File: src/rtl/lsu_sequencer.sv
// Load/store sequencer: walks one LC-3 style memory instruction through CALC/PTR/DATA/FIN.
// Optional request timeout is enabled by defining LSU_TIMEOUT_EN.

module effective_address (
    input  logic [15:0] PC,
    input  logic [15:0] BASE,
    input  logic [10:0] OFFSET,
    input  logic [2:0]  CONTROL,
    output logic [15:0] EA
);
    logic [15:0] base_sel;
    logic [15:0] offset_ext;

    // CONTROL[0] picks RS1 over PC; CONTROL[2:1] picks offset width 0/9/6/11.
    always_comb begin
        base_sel = CONTROL[0] ? BASE : PC;
        case (CONTROL[2:1])
            2'b01:   offset_ext = {{7{OFFSET[8]}}, OFFSET[8:0]};
            2'b10:   offset_ext = {{10{OFFSET[5]}}, OFFSET[5:0]};
            2'b11:   offset_ext = {{5{OFFSET[10]}}, OFFSET[10:0]};
            default: offset_ext = 16'h0000;
        endcase
        EA = base_sel + offset_ext;
    end
endmodule

module lsu_sequencer #(
    parameter int unsigned TIMEOUT_CYCLES = 255
) (
    input  logic        CLK,
    input  logic        RESET,
    input  logic        START,
    input  logic [15:0] IR,
    input  logic [15:0] PC,
    input  logic [15:0] RS1_DATA,
    input  logic [15:0] SR_DATA,
    output logic        MEM_REQ,
    output logic        MEM_WE,
    output logic [15:0] MEM_ADDR,
    output logic [15:0] MEM_WDATA,
    input  logic [15:0] MEM_RDATA,
    input  logic        MEM_READY,
    output logic        BUSY,
    output logic        DONE,
    output logic        ERR,
    output logic        REG_WE,
    output logic [2:0]  REG_DR,
    output logic [15:0] REG_DATA
);
    localparam logic [2:0] StIdle = 3'd0;
    localparam logic [2:0] StCalc = 3'd1;
    localparam logic [2:0] StPtr  = 3'd2;
    localparam logic [2:0] StData = 3'd3;
    localparam logic [2:0] StFin  = 3'd4;

    localparam logic [3:0] OpLd  = 4'b0010;
    localparam logic [3:0] OpSt  = 4'b0011;
    localparam logic [3:0] OpLdr = 4'b0110;
    localparam logic [3:0] OpStr = 4'b0111;
    localparam logic [3:0] OpLdi = 4'b1010;
    localparam logic [3:0] OpSti = 4'b1011;
    localparam logic [3:0] OpLea = 4'b1110;

    logic [2:0]  state_q, state_d;
    logic [15:0] ir_q, ir_d;
    logic [15:0] pc_q, pc_d;
    logic [15:0] rs1_q, rs1_d;
    logic [15:0] sr_q, sr_d;
    logic [15:0] addr_q, addr_d;
    logic [15:0] data_q, data_d;

    logic [3:0]  opcode;
    logic        is_load, is_store, is_ind, is_lea, is_reg_base, supported;
    logic [2:0]  ea_control;
    logic [15:0] ea;
    logic        timeout_hit;

    assign opcode      = ir_q[15:12];
    assign is_load     = (opcode == OpLd) || (opcode == OpLdr) || (opcode == OpLdi);
    assign is_store    = (opcode == OpSt) || (opcode == OpStr) || (opcode == OpSti);
    assign is_ind      = (opcode == OpLdi) || (opcode == OpSti);
    assign is_lea      = (opcode == OpLea);
    assign is_reg_base = (opcode == OpLdr) || (opcode == OpStr);
    assign supported   = is_load || is_store || is_lea;
    assign ea_control  = is_reg_base ? 3'b101 : 3'b010;

    effective_address u_ea (
        .PC      (pc_q),
        .BASE    (rs1_q),
        .OFFSET  (ir_q[10:0]),
        .CONTROL (ea_control),
        .EA      (ea)
    );

`ifdef LSU_TIMEOUT_EN
    localparam int unsigned TmoW = $clog2(TIMEOUT_CYCLES + 1);

    logic [TmoW-1:0] tmo_q, tmo_d;

    // Restarts on every entry to PTR/DATA; counts only while a request is held.
    always_comb begin
        tmo_d = '0;
        if ((state_q == StPtr || state_q == StData) && (state_d == state_q)) begin
            tmo_d = tmo_q + 1'b1;
        end
    end

    assign timeout_hit = (tmo_q == TmoW'(TIMEOUT_CYCLES - 1)) && !MEM_READY;

    always_ff @(posedge CLK) begin
        if (RESET) begin
            tmo_q <= '0;
        end else begin
            tmo_q <= tmo_d;
        end
    end
`else
    logic unused_timeout_cycles;
    assign unused_timeout_cycles = ^TIMEOUT_CYCLES;
    assign timeout_hit = 1'b0;
`endif

    always_comb begin
        state_d   = state_q;
        ir_d      = ir_q;
        pc_d      = pc_q;
        rs1_d     = rs1_q;
        sr_d      = sr_q;
        addr_d    = addr_q;
        data_d    = data_q;
        MEM_REQ   = 1'b0;
        MEM_WE    = 1'b0;
        DONE      = 1'b0;
        ERR       = 1'b0;
        REG_WE    = 1'b0;
        case (state_q)
            StIdle: begin
                if (START) begin
                    ir_d    = IR;
                    pc_d    = PC;
                    rs1_d   = RS1_DATA;
                    sr_d    = SR_DATA;
                    state_d = StCalc;
                end
            end
            StCalc: begin
                if (!supported) begin
                    ERR     = 1'b1;
                    state_d = StIdle;
                end else begin
                    addr_d = ea;
                    if (is_lea) begin
                        state_d = StFin;
                    end else if (is_ind) begin
                        state_d = StPtr;
                    end else begin
                        state_d = StData;
                    end
                end
            end
            StPtr: begin
                MEM_REQ = 1'b1;
                if (MEM_READY) begin
                    addr_d  = MEM_RDATA;
                    state_d = StData;
                end else if (timeout_hit) begin
                    ERR     = 1'b1;
                    state_d = StIdle;
                end
            end
            StData: begin
                MEM_REQ = 1'b1;
                MEM_WE  = is_store;
                if (MEM_READY) begin
                    if (is_load) begin
                        data_d = MEM_RDATA;
                    end
                    state_d = StFin;
                end else if (timeout_hit) begin
                    ERR     = 1'b1;
                    state_d = StIdle;
                end
            end
            StFin: begin
                DONE    = 1'b1;
                REG_WE  = is_load || is_lea;
                state_d = StIdle;
            end
            default: state_d = StIdle;
        endcase
    end

    assign BUSY      = (state_q != StIdle);
    assign MEM_ADDR  = MEM_REQ ? addr_q : 16'h0000;
    assign MEM_WDATA = MEM_WE ? sr_q : 16'h0000;
    assign REG_DR    = REG_WE ? ir_q[11:9] : 3'b000;
    assign REG_DATA  = !REG_WE ? 16'h0000 : (is_lea ? addr_q : data_q);

    always_ff @(posedge CLK) begin
        if (RESET) begin
            state_q <= StIdle;
            ir_q    <= '0;
            pc_q    <= '0;
            rs1_q   <= '0;
            sr_q    <= '0;
            addr_q  <= '0;
            data_q  <= '0;
        end else begin
            state_q <= state_d;
            ir_q    <= ir_d;
            pc_q    <= pc_d;
            rs1_q   <= rs1_d;
            sr_q    <= sr_d;
            addr_q  <= addr_d;
            data_q  <= data_d;
        end
    end
endmodule

File: config.mk
export PLATFORM = sky130hd
export DESIGN_NAME = lsu_sequencer
export DESIGN_NICKNAME = d
export VERILOG_FILES = /design/src/rtl/lsu_sequencer.sv
export SDC_FILE = /design/constraint.sdc
export NUM_CORES = 1
export LEC_CHECK = 0
export CORE_AREA = 2 2 107 109
export CTS_CLUSTER_SIZE = 12
export DETAILED_ROUTE_END_ITERATION = 12
export DIE_AREA = 0 0 109 111
export PLACE_DENSITY_LB_ADDON = 0.15
export SLEW_MARGIN = 10
export SYNTH_ARGS = -nofsm -noshare
export SYNTH_HDL_FRONTEND = slang
export SYNTH_SLANG_ARGS = --single-unit
File: constraint.sdc
create_clock -name CLK -period 4.1 [get_ports CLK]
set_clock_uncertainty 0.2 [all_clocks]
set_input_delay 0.615 -clock CLK [delete_from_list [all_inputs] [get_ports CLK]]
set_output_delay 0.615 -clock CLK [all_outputs]
set_load 0.1 [all_outputs]
==> run_results.csv, run 1 <==
group,metric,value,unit
cts,cts_htree_levels,3,
setup_path,rr_startpoint,"ir_q[15]",
setup_path,worstPathMaxFanout,16,
power,p_leak,2.81,nW
setup_path,path_common_cell,"nand2_1",
timing,max-slew-margin-rel,21.8,%
routing,drt-total-wl,14100,µm
placed_design,port_buffers,140,
synthesis,ys_seq_area_share,38.0,%
setup_path,crit_chain,"nand3b_1, inv_1, nand2_1, nand2_1, ha_1, fa_1, a21o_1, a311o_1, and4_1, or3_1, a31oi_1, a21oi_1",
cts,hold_buffers,0,
setup_path,start_kind,"flip-flop",
setup_path,cp-end-kind,"flip-flop",
timing,finalSetupViolCount,0,
global_route,antenna_found_initial,0,
timing,timing.final.crit_share,82.2,%
global_route,grt_max_degree,65,
routing,vias,5079,
timing,period_needed,3.37,ns
synthesis,synth_cell_types,56,
synthesis,synth_ff_type,"dfxtp_1",
floorplan,fp-row-count,39,
power,irDropWorstVdd,0.000202,V
synthesis,async_reset_ff_share,0,%
synthesis,synth.largest_area_cell,"dfxtp_1",
cts,cts_setup_buffers,0,
placed_design,dp_worst_setup_slack,0.716,ns
synthesis,synth_nets,815,
synthesis,synth-seq-cells,99,
routing,via_per_inst,5.26,
setup_path,crit_arrival,3.38,ns
setup_path,cpMaxStageDelayCell,"dfxtp_1",
floorplan,die_width,109,µm
worst_hold_path,hp-start,"sr_q[3]",
floorplan,initial_core_util,47.0,%
cells_and_area,multi_input_area,3020,µm²
routing,dr.pass1.iters,5,
global_route,grt_pass1_vias,4860,
cells_and_area,diodes,0,
cts,clock_sink_count,99,
global_route,grt_pass1_wl,23100,µm
routing,post_drt_wl_per_cell,14.6,µm
setup_path,crit_required,4.11,ns
outcome,outcome,"completed",
routing,drtAntennaViolNets,0,
cells_and_area,fill_cells,982,
floorplan,core,11100,µm²
cells_and_area,drive_gt1_share,12.2,%
timing,rsz0062_at_grt,"false",
floorplan,die_h,111,µm
synthesis,synthCells,715,
routing,route.detailed.drc,0,
setup_path,cp-startpoint,"ir_q[15]",
cells_and_area,nNetsFinal,917,
cells_and_area,utilization,63.2,%
timing,finalHoldViolCount,0,
timing,layout_setup_ws,0.728,ns
cts,insertion_delay,0.34,ns
cells_and_area,syn_to_final_growth,34.2,%
cts,clkTransAtPathRegs,0.07,ns
cells_and_area,regArea,1980,µm²
global_route,grt_use_total,23.7,%
cts,clock_path_buffers,2,
floorplan,die-area,12100,µm²
synthesis,yosysTopAreaCellShare,38.0,%
synthesis,ys_top_cells_by_area,"dfxtp_1 38%, nand2_1 17%, a21oi_1 10%",
setup_path,path_buf_inv,1,
setup_path,max_stage_delay,0.42,ns
synthesis,synth-edff-count,0,
timing,worst_pin_slew,1.17,ns
floorplan,io_pins,141,
setup_path,crit_type,"reg -> reg",
worst_hold_path,hp-class,"reg -> reg",
routing,drt-initial-drc-count,371,
synthesis,yosys_warnings,0,
cts,cts.repair.resized,0,
placed_design,gp_congestion,0.840,
timing,setup-tns-final,0,ns
cts,cts_buffers,9,
synthesis,synth_area,5210,µm²
cts,cts_tree,"yes",
global_route,overflow,0,
flow_run,cap_violations,0,
setup_path,cpLargestDelayFamily,"simple AND/OR/NAND/NOR gates",
synthesis,avgSynthCellArea,7.29,µm²
timing,slew_violations,0,
power,powerDensity,322,nW/µm²
cts,cts_root_buf,"clkbuf_16",
timing,fmax,0.297,GHz
placed_design,hpwl,10400,µm
==> cells in the mapped netlist, types with 6 or more instances <==
cell type,count
clkbuf_1,39
dfxtp_1,99
nor3_1,8
a21o_1,6
nand2_1,235
ha_1,15
xnor2_1,11
nand3_1,7
and3_1,9
mux2i_1,17
a21oi_1,107
nor2_1,37
inv_1,6
o21ai_0,12
and2_1,34
==> final timing paths <==
path	slack (ns)	to	cells past startpoint
setup / recovery	0.73	addr_q[10]	12
hold / removal	0.25	sr_q[3]	2
setup reg to reg	0.73	addr_q[10]	12
hold reg to reg	0.25	sr_q[3]	2
==> layer usage <==
| metal | wire length [µm] | GRT usage [%] | up-vias | share of wire [%] |
|---|---|---|---|---|
| met2 | 6560 | 37.8 | 140 | 47 |
| met1 | 6550 | 32.3 | 2323 | 47 |
| met4 | 201 | 8.63 | 0 | 1.4 |
| met3 | 764 | 3.23 | 15 | 5.4 |
| met5 | 0 | 0 | - | 0 |
| li1 | - | - | 2601 | - |
==> cells by family after synthesis <==
family | after synthesis | share of synthesized area, %
mux | 18 | 3.48
flops | 99 | 38.0
compound gates | 159 | 17.8
buf+inv | 60 | 5.02
xor+xnor | 14 | 2.35
fa+ha+maj | 16 | 3.99
simple gates | 349 | 29.4
==> power breakdown <==
part / internal (mW) / leakage, nW / switching, mW
Clock: 0.493 / 0.147 / 0.365
Combinational: 0.159 / 1.85 / 0.200
Sequential: 1.01 / 0.809 / 0.0304
==> through the flow <==
stage | area (µm²) | power (mW) | instances | hold slack [ns]
after floorplan | 5260 | 1.28 | 715 | 0.232
after global placement | 6690 | 1.41 | 949 | 0.239
after detailed placement | 6690 | 1.42 | 949 | 0.242
after CTS | 7000 | 2.28 | 965 | 0.251
after global routing | 7000 | 2.35 | 965 | 0.263
final | 7000 | 2.26 | 965 | 0.250
==> worst min-delay path, delay by kind of cell, from the launching register on <==
kind / cells / cell delay, ns
DFF: 1 / 0.31
and+or+nand+nor: 1 / 0.05
AOI/OAI and AO/OA: 1 / 0.05
==> placed cells by master (no fill, tap or decap), types with 3 or more instances in the layout <==
cell	instances
buf_4	43
dfxtp_1	99
ha_1	15
xor2_1	3
clkdlybuf4s50_1	84
a211oi_1	5
o211ai_1	3
nand2_1	234
a311oi_1	3
inv_1	6
and2_1	33
nor2_1	37
a21oi_1	98
mux2i_1	17
a31o_2	3
o21ai_0	12
clkbuf_16	9
and3_1	9
xnor2_1	11
a31oi_1	4
a21oi_2	9
buf_12	16
nor3_1	8
a21o_1	6
nand3_1	7
nand4_1	3
==> state kept, by name, indices dropped and copies added, names as in the netlist <==
name     cells
rs1_q       16
data_q      16
sr_q        16
pc_q        16
ir_q        16
state_q      3
addr_q      16
==> final cells by class <==
class	instances	area share [%]
clock buffer	11	3.47
clock inverter	5	0.859
inverter	7	0.376
multi-input combinational	556	43.1
sequential	99	28.3
tap	143	2.56
timing repair buffer	144	21.3
(Power assumes the default switching activity.)
==> run 2: changes to the inputs <==
==> constraint.sdc (replaced) <==
create_clock -name CLK -period 3.5 [get_ports CLK]
set_clock_uncertainty 0.2 [all_clocks]
set_input_delay 0.525 -clock CLK [delete_from_list [all_inputs] [get_ports CLK]]
set_output_delay 0.525 -clock CLK [all_outputs]
set_load 0.1 [all_outputs]
==> run 2 against run 1 <==
  * Critical endpoint is now MEM_WDATA[3]
  * Highest routed layer unchanged
  * Clock power increased by 25%
  * Non-clock buffer count rose by 5
  * Register-to-register slack got worse by 0.47 ns
==> run_results.csv, run 2 (synthesized netlist as in run 1, its figures left out) <==
group,metric,value,unit
power,irDropWorstVdd,0.000310,V
timing,period_needed,3.29,ns
cells_and_area,fill_cells,946,
floorplan,die-area,12100,µm²
global_route,grtUsageMet1,32.9,%
routing,drt-initial-drc-count,263,
setup_path,reg2reg_slack,0.26,ns
floorplan,die_h,111,µm
timing,rsz0062_at_grt,"false",
routing,post_drt_wl_per_cell,14.9,µm
cts,hold_buffers,0,
floorplan,die_width,109,µm
cells_and_area,final_common_cell,"nand2_1",
flow_run,cap_violations,0,
routing,vias,5121,
cts,insertion_delay,0.35,ns
cells_and_area,nNetsFinal,922,
global_route,grt_pass1_vias,4984,
cells_and_area,final_cell_mix,"233 x nand2_1, 99 x dfxtp_1, 91 x a21oi_1",
cells_and_area,diodes,0,
routing,dr.pass1.iters,7,
global_route,overflow,0,
floorplan,initial_core_util,47.0,%
timing,finalSetupViolCount,0,
global_route,grt_max_degree,93,
routing,route.detailed.drc,0,
timing,fmax,0.304,GHz
cts,clock_sink_count,99,
routing,drtAntennaViolNets,0,
global_route,grt_pass1_wl,23900,µm
cells_and_area,multi_input_area,3120,µm²
setup_path,crit_required,2.77,ns
floorplan,core,11100,µm²
placed_design,port_buffers,140,
global_route,busiest_layer,"met2",
placed_design,place_area,7100,µm²
placed_design,hpwl,10600,µm
global_route,grt_use_total,24.5,%
timing,slew_violations,0,
outcome,outcome,"completed",
cells_and_area,fin_area,7430,µm²
floorplan,fp-row-count,39,
global_route,gr-usage-met3,3.94,%
setup_path,cp-end-kind,"primary output",
global_route,antenna_found_initial,0,
setup_path,worstPathMaxFanout,17,
floorplan,io_pins,141,
cts,clkTransAtPathRegs,0.07,ns
power,powerDensity,366,nW/µm²
timing,timing.final.crit_share,94.0,%
cts,cts_htree_levels,3,
cells_and_area,syn_to_final_growth,42.6,%
setup_path,crit_type,"reg -> out",
power,p_leak,2.90,nW
cts,clock_path_buffers,2,
cells_and_area,regArea,1980,µm²
timing,max-slew-margin-rel,24.2,%
setup_path,start_kind,"flip-flop",
timing,finalHoldViolCount,0,
cts,cts_root_buf,"clkbuf_16",
cells_and_area,drive_gt1_share,14.3,%
cts,cts_setup_buffers,0,
routing,drt-total-wl,14400,µm
timing,setup-tns-final,0,ns
global_route,met2_usage,39.1,%
setup_path,crit_arrival,2.57,ns
routing,via_per_inst,5.28,
cts,cts_buffers,9,
cts,cts_tree,"yes",
placed_design,gp_congestion,0.871,
worst_hold_path,hp-class,"reg -> reg",
timing,worst_pin_slew,1.13,ns
run 2: area by class of cell:
type / count / area share, %
clock inverters: 6 / 1.20
flip-flops and latches: 99 / 26.7
clock buffers: 10 / 3.21
repair buffers: 149 / 24.2
well taps: 143 / 2.41
inverters: 7 / 0.404
multi-input cells: 556 / 41.9
run 2: worst paths after layout:
kind / startpoint / endpoint / depth (start not counted)
max: state_q[0] / MEM_WDATA[3] / 5
max reg2reg: ir_q[15] / addr_q[14] / 11
min: sr_q[6] / sr_q[6] / 2
min reg2reg: sr_q[6] / sr_q[6] / 2
run 2: layer usage:
layer | wire length (µm) | part of all wire, % | vias to the layer above
met3 | 719 | 5.0 | 20
met4 | 276 | 1.9 | 0
met5 | 0 | 0 | -
met1 | 6790 | 47 | 2354
met2 | 6660 | 46 | 138
li1 | - | - | 2609
run 2: repair_timing:
| action | in CTS | in global routing |
|---|---|---|
| endpoints found under the setup margin | 0 | 1 |
| endpoints found under the hold margin | 0 | 0 |
| resized for setup | 0 | 1 |
run 2: critical path, stage by stage (launching register included):
cell      delay, ns
dfxtp_1        0.50
clkinv_1       0.30
a211oi_1       0.36
and3_1         0.59
and2_1         0.27
buf_12         0.19
run 2: power by group:
group / switching, mW / internal (mW)
logic: 0.236 / 0.190
clock network: 0.429 / 0.645
registers: 0.0372 / 1.18
run 2: stage by stage:
| stage | total power, mW | setup slack, ns | hold slack [ns] | util, % | std cells |
|---|---|---|---|---|---|
| 6_report | 2.72 | 0.209 | 0.250 | 67.1 | 970 |
| 5_1_grt | 2.83 | 0.0102 | 0.270 | 67.1 | 970 |
| 4_1_cts | 2.74 | 0.180 | 0.253 | 67.1 | 970 |
| 3_5_place_dp | 1.67 | 0.283 | 0.244 | 64.1 | 954 |
| 3_3_place_gp | 1.66 | 0.415 | 0.238 | 64.1 | 954 |
| 2_1_floorplan | 1.49 | 0.0433 | 0.232 | - | 715 |
